### src/rtl/dt_tx_framer_if.sv
// ---------------------------------------------------------------------------
// dt_tx_framer_if
//   CPU/STM-side bus of the DT transmit framer.
//   master : block writer (drives wr_*/commit, sees status/pulses)
//   slave  : framer (samples wr_*/commit, drives fill_busy/tx_int/underrun)
//   wr_en/wr_addr/wr_data : byte write into the fill buffer
//   commit                : one-cycle pulse, hands the fill buffer to the framer
//   fill_busy             : fill buffer committed, waiting for a block swap
//   tx_int / underrun     : one-cycle block-end / block-start-without-data pulses
// ---------------------------------------------------------------------------
interface dt_tx_framer_if #(
   parameter int ADDR_W = 6
);
   logic              wr_en;
   logic [ADDR_W-1:0] wr_addr;
   logic [7:0]        wr_data;
   logic              commit;
   logic              fill_busy;
   logic              tx_int;
   logic              underrun;

   modport master (output wr_en, wr_addr, wr_data, commit,
                   input  fill_busy, tx_int, underrun);
   modport slave  (input  wr_en, wr_addr, wr_data, commit,
                   output fill_busy, tx_int, underrun);
endinterface

### src/rtl/dt_tx_framer.sv
// ---------------------------------------------------------------------------
// dt_tx_framer
//   Transmit side of the DT TDM link. A block of NUM_FRAMES*4 bytes is written
//   into a ping-pong fill buffer, committed, and swapped in at the next block
//   boundary; the play buffer is then serialised onto data_to_dt, one frame
//   per f0 period, one bit per two c4 periods (driven on c4 fall at even
//   counts so the far end samples it on the following c4 rise).
//   Everything runs on clk50; c4/f0 are synchronised and edge-detected here.
//
//   clk50        : system clock
//   reset_out_rg : asynchronous active-high reset
//   c4, f0       : TDM bit clock / active-low frame sync (asynchronous)
//   cpu          : byte-write / commit bus plus status pulses (slave side)
//   data_to_dt   : serial data toward DT
//   frame_idx    : frame currently being transmitted
// ---------------------------------------------------------------------------
module dt_tx_framer #(
   parameter int   NUM_FRAMES     = 16,
   parameter int   BITS_PER_FRAME = 32,
   parameter logic IDLE_BIT       = 1'b1
) (
   input  logic                          clk50,
   input  logic                          reset_out_rg,
   input  logic                          c4,
   input  logic                          f0,
   dt_tx_framer_if.slave                 cpu,
   output logic                          data_to_dt,
   output logic [$clog2(NUM_FRAMES)-1:0] frame_idx
);
   localparam int         NUM_BYTES = NUM_FRAMES * BITS_PER_FRAME / 8;
   localparam int         BUF_BITS  = NUM_FRAMES * BITS_PER_FRAME;
   localparam int         BW        = $clog2(BUF_BITS);
   localparam int         FW        = $clog2(NUM_FRAMES);
   localparam logic [9:0] LAST_CNT  = 10'(2 * BITS_PER_FRAME - 2);
   localparam logic [9:0] WIN_END   = 10'(2 * BITS_PER_FRAME);

   // c4: 2-FF synchroniser + history flop for edge detection.
   // f0 is only sampled as a level on c4 rise, so its 2-FF output is used
   // directly; it stays aligned with the c4 strobes because both paths have
   // the same synchroniser depth.
   logic [2:0] c4_sh;
   logic [1:0] f0_sh;
   logic       c4_rise, c4_fall, f0_sync;

   always_ff @(posedge clk50 or posedge reset_out_rg) begin
      if (reset_out_rg) begin
         c4_sh <= 3'b000;
         f0_sh <= 2'b11;
      end else begin
         c4_sh <= {c4_sh[1:0], c4};
         f0_sh <= {f0_sh[0], f0};
      end
   end

   assign c4_rise = c4_sh[1] & ~c4_sh[2];
   assign c4_fall = ~c4_sh[1] & c4_sh[2];
   assign f0_sync = f0_sh[1];

   // Ping-pong storage: buf_q[play_sel] is played, the other one is filled.
   logic [1:0][BUF_BITS-1:0] buf_q;
   logic                     play_sel, play_vld;
   logic [9:0]               bit_cnt;
   logic                     fill_busy_q, tx_int_q, underrun_q;

   logic          last_bit, swap, busy_after_swap, wr_ok;
   logic [BW-1:0] rd_idx, wr_idx;

   // Last data bit of a frame is being sampled by the far end right now.
   assign last_bit = c4_rise && f0_sync && (bit_cnt == LAST_CNT);
   assign swap     = last_bit && (frame_idx == FW'(NUM_FRAMES - 1));
   // A swap always leaves the fill side free: either it consumed the
   // committed buffer or there was none. A commit in the swap cycle is
   // therefore judged against this post-swap view.
   assign busy_after_swap = swap ? 1'b0 : fill_busy_q;
   assign wr_ok    = cpu.wr_en && !fill_busy_q && (int'(cpu.wr_addr) < NUM_BYTES);
   assign rd_idx   = BW'(int'(frame_idx) * BITS_PER_FRAME + int'(bit_cnt[9:1]));
   assign wr_idx   = BW'(int'(cpu.wr_addr) * 8);

   always_ff @(posedge clk50 or posedge reset_out_rg) begin
      if (reset_out_rg) begin
         buf_q       <= '0;
         play_sel    <= 1'b0;
         play_vld    <= 1'b0;
         bit_cnt     <= '0;
         frame_idx   <= '0;
         data_to_dt  <= IDLE_BIT;
         fill_busy_q <= 1'b0;
         tx_int_q    <= 1'b0;
         underrun_q  <= 1'b0;
      end else begin
         tx_int_q   <= swap;
         underrun_q <= swap && !fill_busy_q;

         // Bit counter and frame advance
         if (c4_rise) begin
            if (!f0_sync) begin
               bit_cnt <= '0;
            end else begin
               bit_cnt <= bit_cnt + 10'd1;
               if (last_bit)
                  frame_idx <= swap ? '0 : frame_idx + 1'b1;
            end
         end

         // Output drive; IDLE_BIT between data bits, after the window and
         // for the whole block when nothing valid is playing.
         if (c4_fall) begin
            if (play_vld && !bit_cnt[0] && (bit_cnt < WIN_END))
               data_to_dt <= buf_q[play_sel][rd_idx];
            else
               data_to_dt <= IDLE_BIT;
         end

         // Block swap
         if (swap) begin
            if (fill_busy_q) begin
               play_sel <= ~play_sel;
               play_vld <= 1'b1;
            end else begin
               play_vld <= 1'b0;
            end
         end

         // CPU side; a write in the commit cycle lands in the buffer being
         // committed because both see the pre-commit fill_busy.
         if (wr_ok)
            buf_q[~play_sel][wr_idx +: 8] <= cpu.wr_data;

         if (cpu.commit && !busy_after_swap)
            fill_busy_q <= 1'b1;
         else
            fill_busy_q <= busy_after_swap;
      end
   end

   assign cpu.fill_busy = fill_busy_q;
   assign cpu.tx_int    = tx_int_q;
   assign cpu.underrun  = underrun_q;

endmodule
### src/flat_wrapper.sv
// flat-port wrapper written by rule: the top's interface ports become plain ports
module dt_tx_framer_flat 
#(
   parameter int   NUM_FRAMES     = 16,
   parameter int   BITS_PER_FRAME = 32,
   parameter logic IDLE_BIT       = 1'b1
)
  (clk50, reset_out_rg, c4, f0, data_to_dt, frame_idx, cpu_wr_en, cpu_wr_addr, cpu_wr_data, cpu_commit, cpu_fill_busy, cpu_tx_int, cpu_underrun);
  dt_tx_framer_if cpu_i ();
  input  logic clk50;
  input  logic reset_out_rg;
  input  logic c4;
  input  logic f0;
  output logic data_to_dt;
  output logic [$clog2(NUM_FRAMES)-1:0] frame_idx;
  input wire logic [$bits(cpu_i.wr_en)-1:0] cpu_wr_en;
  input wire logic [$bits(cpu_i.wr_addr)-1:0] cpu_wr_addr;
  input wire logic [$bits(cpu_i.wr_data)-1:0] cpu_wr_data;
  input wire logic [$bits(cpu_i.commit)-1:0] cpu_commit;
  output wire logic [$bits(cpu_i.fill_busy)-1:0] cpu_fill_busy;
  output wire logic [$bits(cpu_i.tx_int)-1:0] cpu_tx_int;
  output wire logic [$bits(cpu_i.underrun)-1:0] cpu_underrun;
  assign cpu_i.wr_en = cpu_wr_en;
  assign cpu_i.wr_addr = cpu_wr_addr;
  assign cpu_i.wr_data = cpu_wr_data;
  assign cpu_i.commit = cpu_commit;
  assign cpu_fill_busy = cpu_i.fill_busy;
  assign cpu_tx_int = cpu_i.tx_int;
  assign cpu_underrun = cpu_i.underrun;
  dt_tx_framer #(.NUM_FRAMES(NUM_FRAMES), .BITS_PER_FRAME(BITS_PER_FRAME), .IDLE_BIT(IDLE_BIT)) u_core (.clk50(clk50), .reset_out_rg(reset_out_rg), .c4(c4), .f0(f0), .cpu(cpu_i), .data_to_dt(data_to_dt), .frame_idx(frame_idx));
endmodule
### config.mk
export PLATFORM = sky130hd
export DESIGN_NAME = dt_tx_framer_flat
export DESIGN_NICKNAME = d
export VERILOG_FILES = /design/src/rtl/dt_tx_framer_if.sv /design/src/rtl/dt_tx_framer.sv /design/src/flat_wrapper.sv
export SDC_FILE = /design/constraint.sdc
export NUM_CORES = 2
export LEC_CHECK = 0
export CAP_MARGIN = 40
export CORE_UTILIZATION = 48
export CTS_BUF_LIST = sky130_fd_sc_hd__clkbuf_2
export DETAILED_ROUTE_END_ITERATION = 6
export REMOVE_ABC_BUFFERS = 1
export SETUP_SLACK_MARGIN = 0.5
export SYNTH_ARGS = -nofsm -noshare
export SYNTH_HDL_FRONTEND = slang
export SYNTH_SLANG_ARGS = --single-unit
### constraint.sdc
create_clock -name clk50 -period 53.4 [get_ports clk50]
set_input_delay 10.68 -clock clk50 [delete_from_list [all_inputs] [get_ports clk50]]
set_output_delay 10.68 -clock clk50 [all_outputs]
set_load 0.005 [all_outputs]
==> flow_metrics.env <==
export IMPL_wl_per_cell_um=28.7
export IMPL_final_cell_mix="dfrtp_1, mux2_2, clkbuf_2"
export IMPL_dr_total_vias=32200
export IMPL_grtUsageMet2_pct=46.1
export IMPL_drive_gt1_share_pct=48.6
export IMPL_grt_overflow_total=0
export IMPL_finalCritPeriodShare_pct=26.4
export IMPL_final_common_cell="dfrtp_1"
export IMPL_met3_usage_pct=6.92
export IMPL_post_cts_resize_count=0
export IMPL_drt_first_pass_iters=5
export IMPL_status="complete, no violations"
export IMPL_min_path_type="reg2reg"
export IMPL_setup_tns_ns=0
export IMPL_postPlaceCellArea_um2=51300
export IMPL_die_w_um=322
export IMPL_hp_start="u_core.c4_sh[0]"
export IMPL_nets=3680
export IMPL_syn_area_um2=49200
export IMPL_die_y_um=322
export IMPL_rsz0062_at_grt="false"
export IMPL_path_class="in2reg"
export IMPL_power_leakage_nw=25.8
export IMPL_grt_usage_pct=29.4
export IMPL_synth_cell_types=65
export IMPL_fin_worst_skew_ns=0.101
export IMPL_crit_fanout=18
export IMPL_clockBufferDepth=4
export IMPL_worst_skew_pair_late_latency_ns=1.44
export IMPL_synth_top_area_share_pct=53.2
export IMPL_synth_area_leaders="dfrtp_1, mux2_2, mux4_2, mux2i_1, nand2_1"
export IMPL_postLayoutCellArea_um2=53700
export IMPL_synth_edf_count=0
export IMPL_synth_warnings=0
export IMPL_drc=0
export IMPL_startpoint_type="input pin"
export IMPL_timing_final_max_slew_violations=0
export IMPL_clkSinkCount=1049
export IMPL_met1_usage_pct=38.7
export IMPL_ys_ff_latch=1049
export IMPL_synth_cells=3427
export IMPL_cts_buffers=297
export IMPL_crit_arrival_ns=15.35
export IMPL_clkSlewWorstSetupHoldPaths_ns=0.09
export IMPL_maxCapViolations=0
export IMPL_hold_violations=0
export IMPL_antenna_found_initial=7
export IMPL_core_area_um2=102000
export IMPL_fmaxAchievable_ghz=0.0708
export IMPL_io_pins=28
export IMPL_period_needed_ns=14.12
export IMPL_cts_tree="built"
export IMPL_ys_flop_type="dfrtp_1"
export IMPL_setup_viol=0
export IMPL_area_delta_synth_final_pct=9.13
export IMPL_post_cts_buffers=0
export IMPL_grt_first_pass_wirelength_um=225000
export IMPL_start_util_pct=48.4
export IMPL_cts_root_buf="clkbuf_2"
export IMPL_dp_hpwl_um=96700
export IMPL_grt_pass1_vias=35000
export IMPL_portBuffers=27
export IMPL_cp_end_kind="flop"
export IMPL_drtIter0Drc=2386
export IMPL_grt_max_degree=173
export IMPL_synth_area_per_cell_um2=14.4
export IMPL_total_power_mw=1.61
export IMPL_synth_async_reset_ratio_pct=100
export IMPL_synth_seq_area_share_pct=53.3
export IMPL_worstPathRequired_ns=54.63
export IMPL_ir_worst_vdd_uv=35.7
export IMPL_finalWirelength_um=149000
export IMPL_top_usage_layer="met2"
export IMPL_gp_congestion=0.882
export IMPL_vias_per_cell=6.19
export IMPL_p_per_area_nw_per_um2=29.9
export IMPL_antenna_left=0
export IMPL_fp_dieArea_um2=104000
export IMPL_rows=117
export IMPL_holdBufCountCts=0
export IMPL_slew_headroom_pct=33.3
export IMPL_startpoint="cpu_wr_addr[1]"
export IMPL_worst_pin_slew_ns=0.998
export IMPL_reg2reg_from="u_core.bit_cnt[1]"
export IMPL_synth_top_cell_by_area="dfrtp_1"
export IMPL_num_fill_cells=8570
export IMPL_htreeDepth=5
==> flip-flops by register name (all words and copies together) (netlist names), 2 cells and up <==
| register | count |
|---|---|
| u_core.bit_cnt | 10 |
| u_core.f0_sh | 2 |
| u_core.frame_idx | 4 |
| u_core.buf_q | 1024 |
| u_core.c4_sh | 3 |
==> through the flow <==
step           worst slack [ns]  instances  utilization (%)  hold slack (ns)
5_1_grt                   39.23       5197             52.8            0.344
3_3_place_gp              37.74       4690             50.0            0.347
4_1_cts                   39.61       5194             52.8            0.358
6_report                  39.28       5199             52.8            0.355
2_1_floorplan             13.20       3223                -            0.331
3_5_place_dp              38.05       4719             50.4            0.343
==> Yosys cell counts, types with 17 or more instances <==
cell type	instances
dfrtp_1	1046
mux2_2	1025
mux4_2	184
mux2i_1	169
nand2_1	154
clkbuf_1	128
nor2_1	116
nor3_1	67
nor2_2	60
o21ai_0	47
o221ai_1	45
a21oi_1	43
nand3_1	29
buf_2	28
a221oi_1	19
buf_4	17
==> power by group <==
group,internal (mW),leakage [nW],switching [mW]
Combinational,0.0650,9.22,0.178
Clock,0.228,1.93,0.332
Sequential,0.797,14.6,0.00639
==> critical path: stages <==
cell             delay [ns]
clkdlybuf4s50_1        0.84
inv_1                  0.15
ha_1                   0.30
xnor2_1                0.54
nand2b_1               0.57
buf_4                  0.41
nor2_2                 0.62
nand2_1                0.36
nor2_2                 0.45
mux2_2                 0.39
==> worst paths after layout <==
kind                                     end  slack [ns]  cells past startpoint
max                        u_core.buf_q[675]       39.28                     10
min                          u_core.c4_sh[1]        0.35                      0
max reg2reg                u_core.data_to_dt       48.17                     10
min reg2reg                  u_core.c4_sh[1]        0.35                      0
max in group asynchronous  u_core.buf_q[672]       41.30                      7
min in group asynchronous    u_core.c4_sh[1]        9.54                      2
==> routing by layer <==
metal / up-vias / share of wire (%)
met2: 1269 / 47
met1: 17100 / 42
met3: 413 / 7.2
li1: 13400 / -
met5: - / 0.015
met4: 4 / 4.3
==> area by class of cell <==
| cell class | count | area (µm²) | share of cell area [%] |
|---|---|---|---|
| flip-flops and latches | 1049 | 26300 | 48.9 |
| multi-input cells | 2161 | 22000 | 41.0 |
| clock buffers | 437 | 2190 | 4.07 |
| well taps | 1368 | 1710 | 3.18 |
| repair buffers | 128 | 1250 | 2.33 |
| clock inverters | 38 | 231 | 0.431 |
| inverters | 13 | 56.3 | 0.105 |
| diodes | 5 | 12.5 | 0.0233 |
==> cell families after synthesis <==
group / share of synthesized area [%]
flops: 53.3
mux: 35.6
simple gates: 5.02
buf+inv: 2.11
compound gates: 3.44
fa+ha+maj: 0.269
xor+xnor: 0.213
No activity file was read; power rests on OpenSTA's default activity.
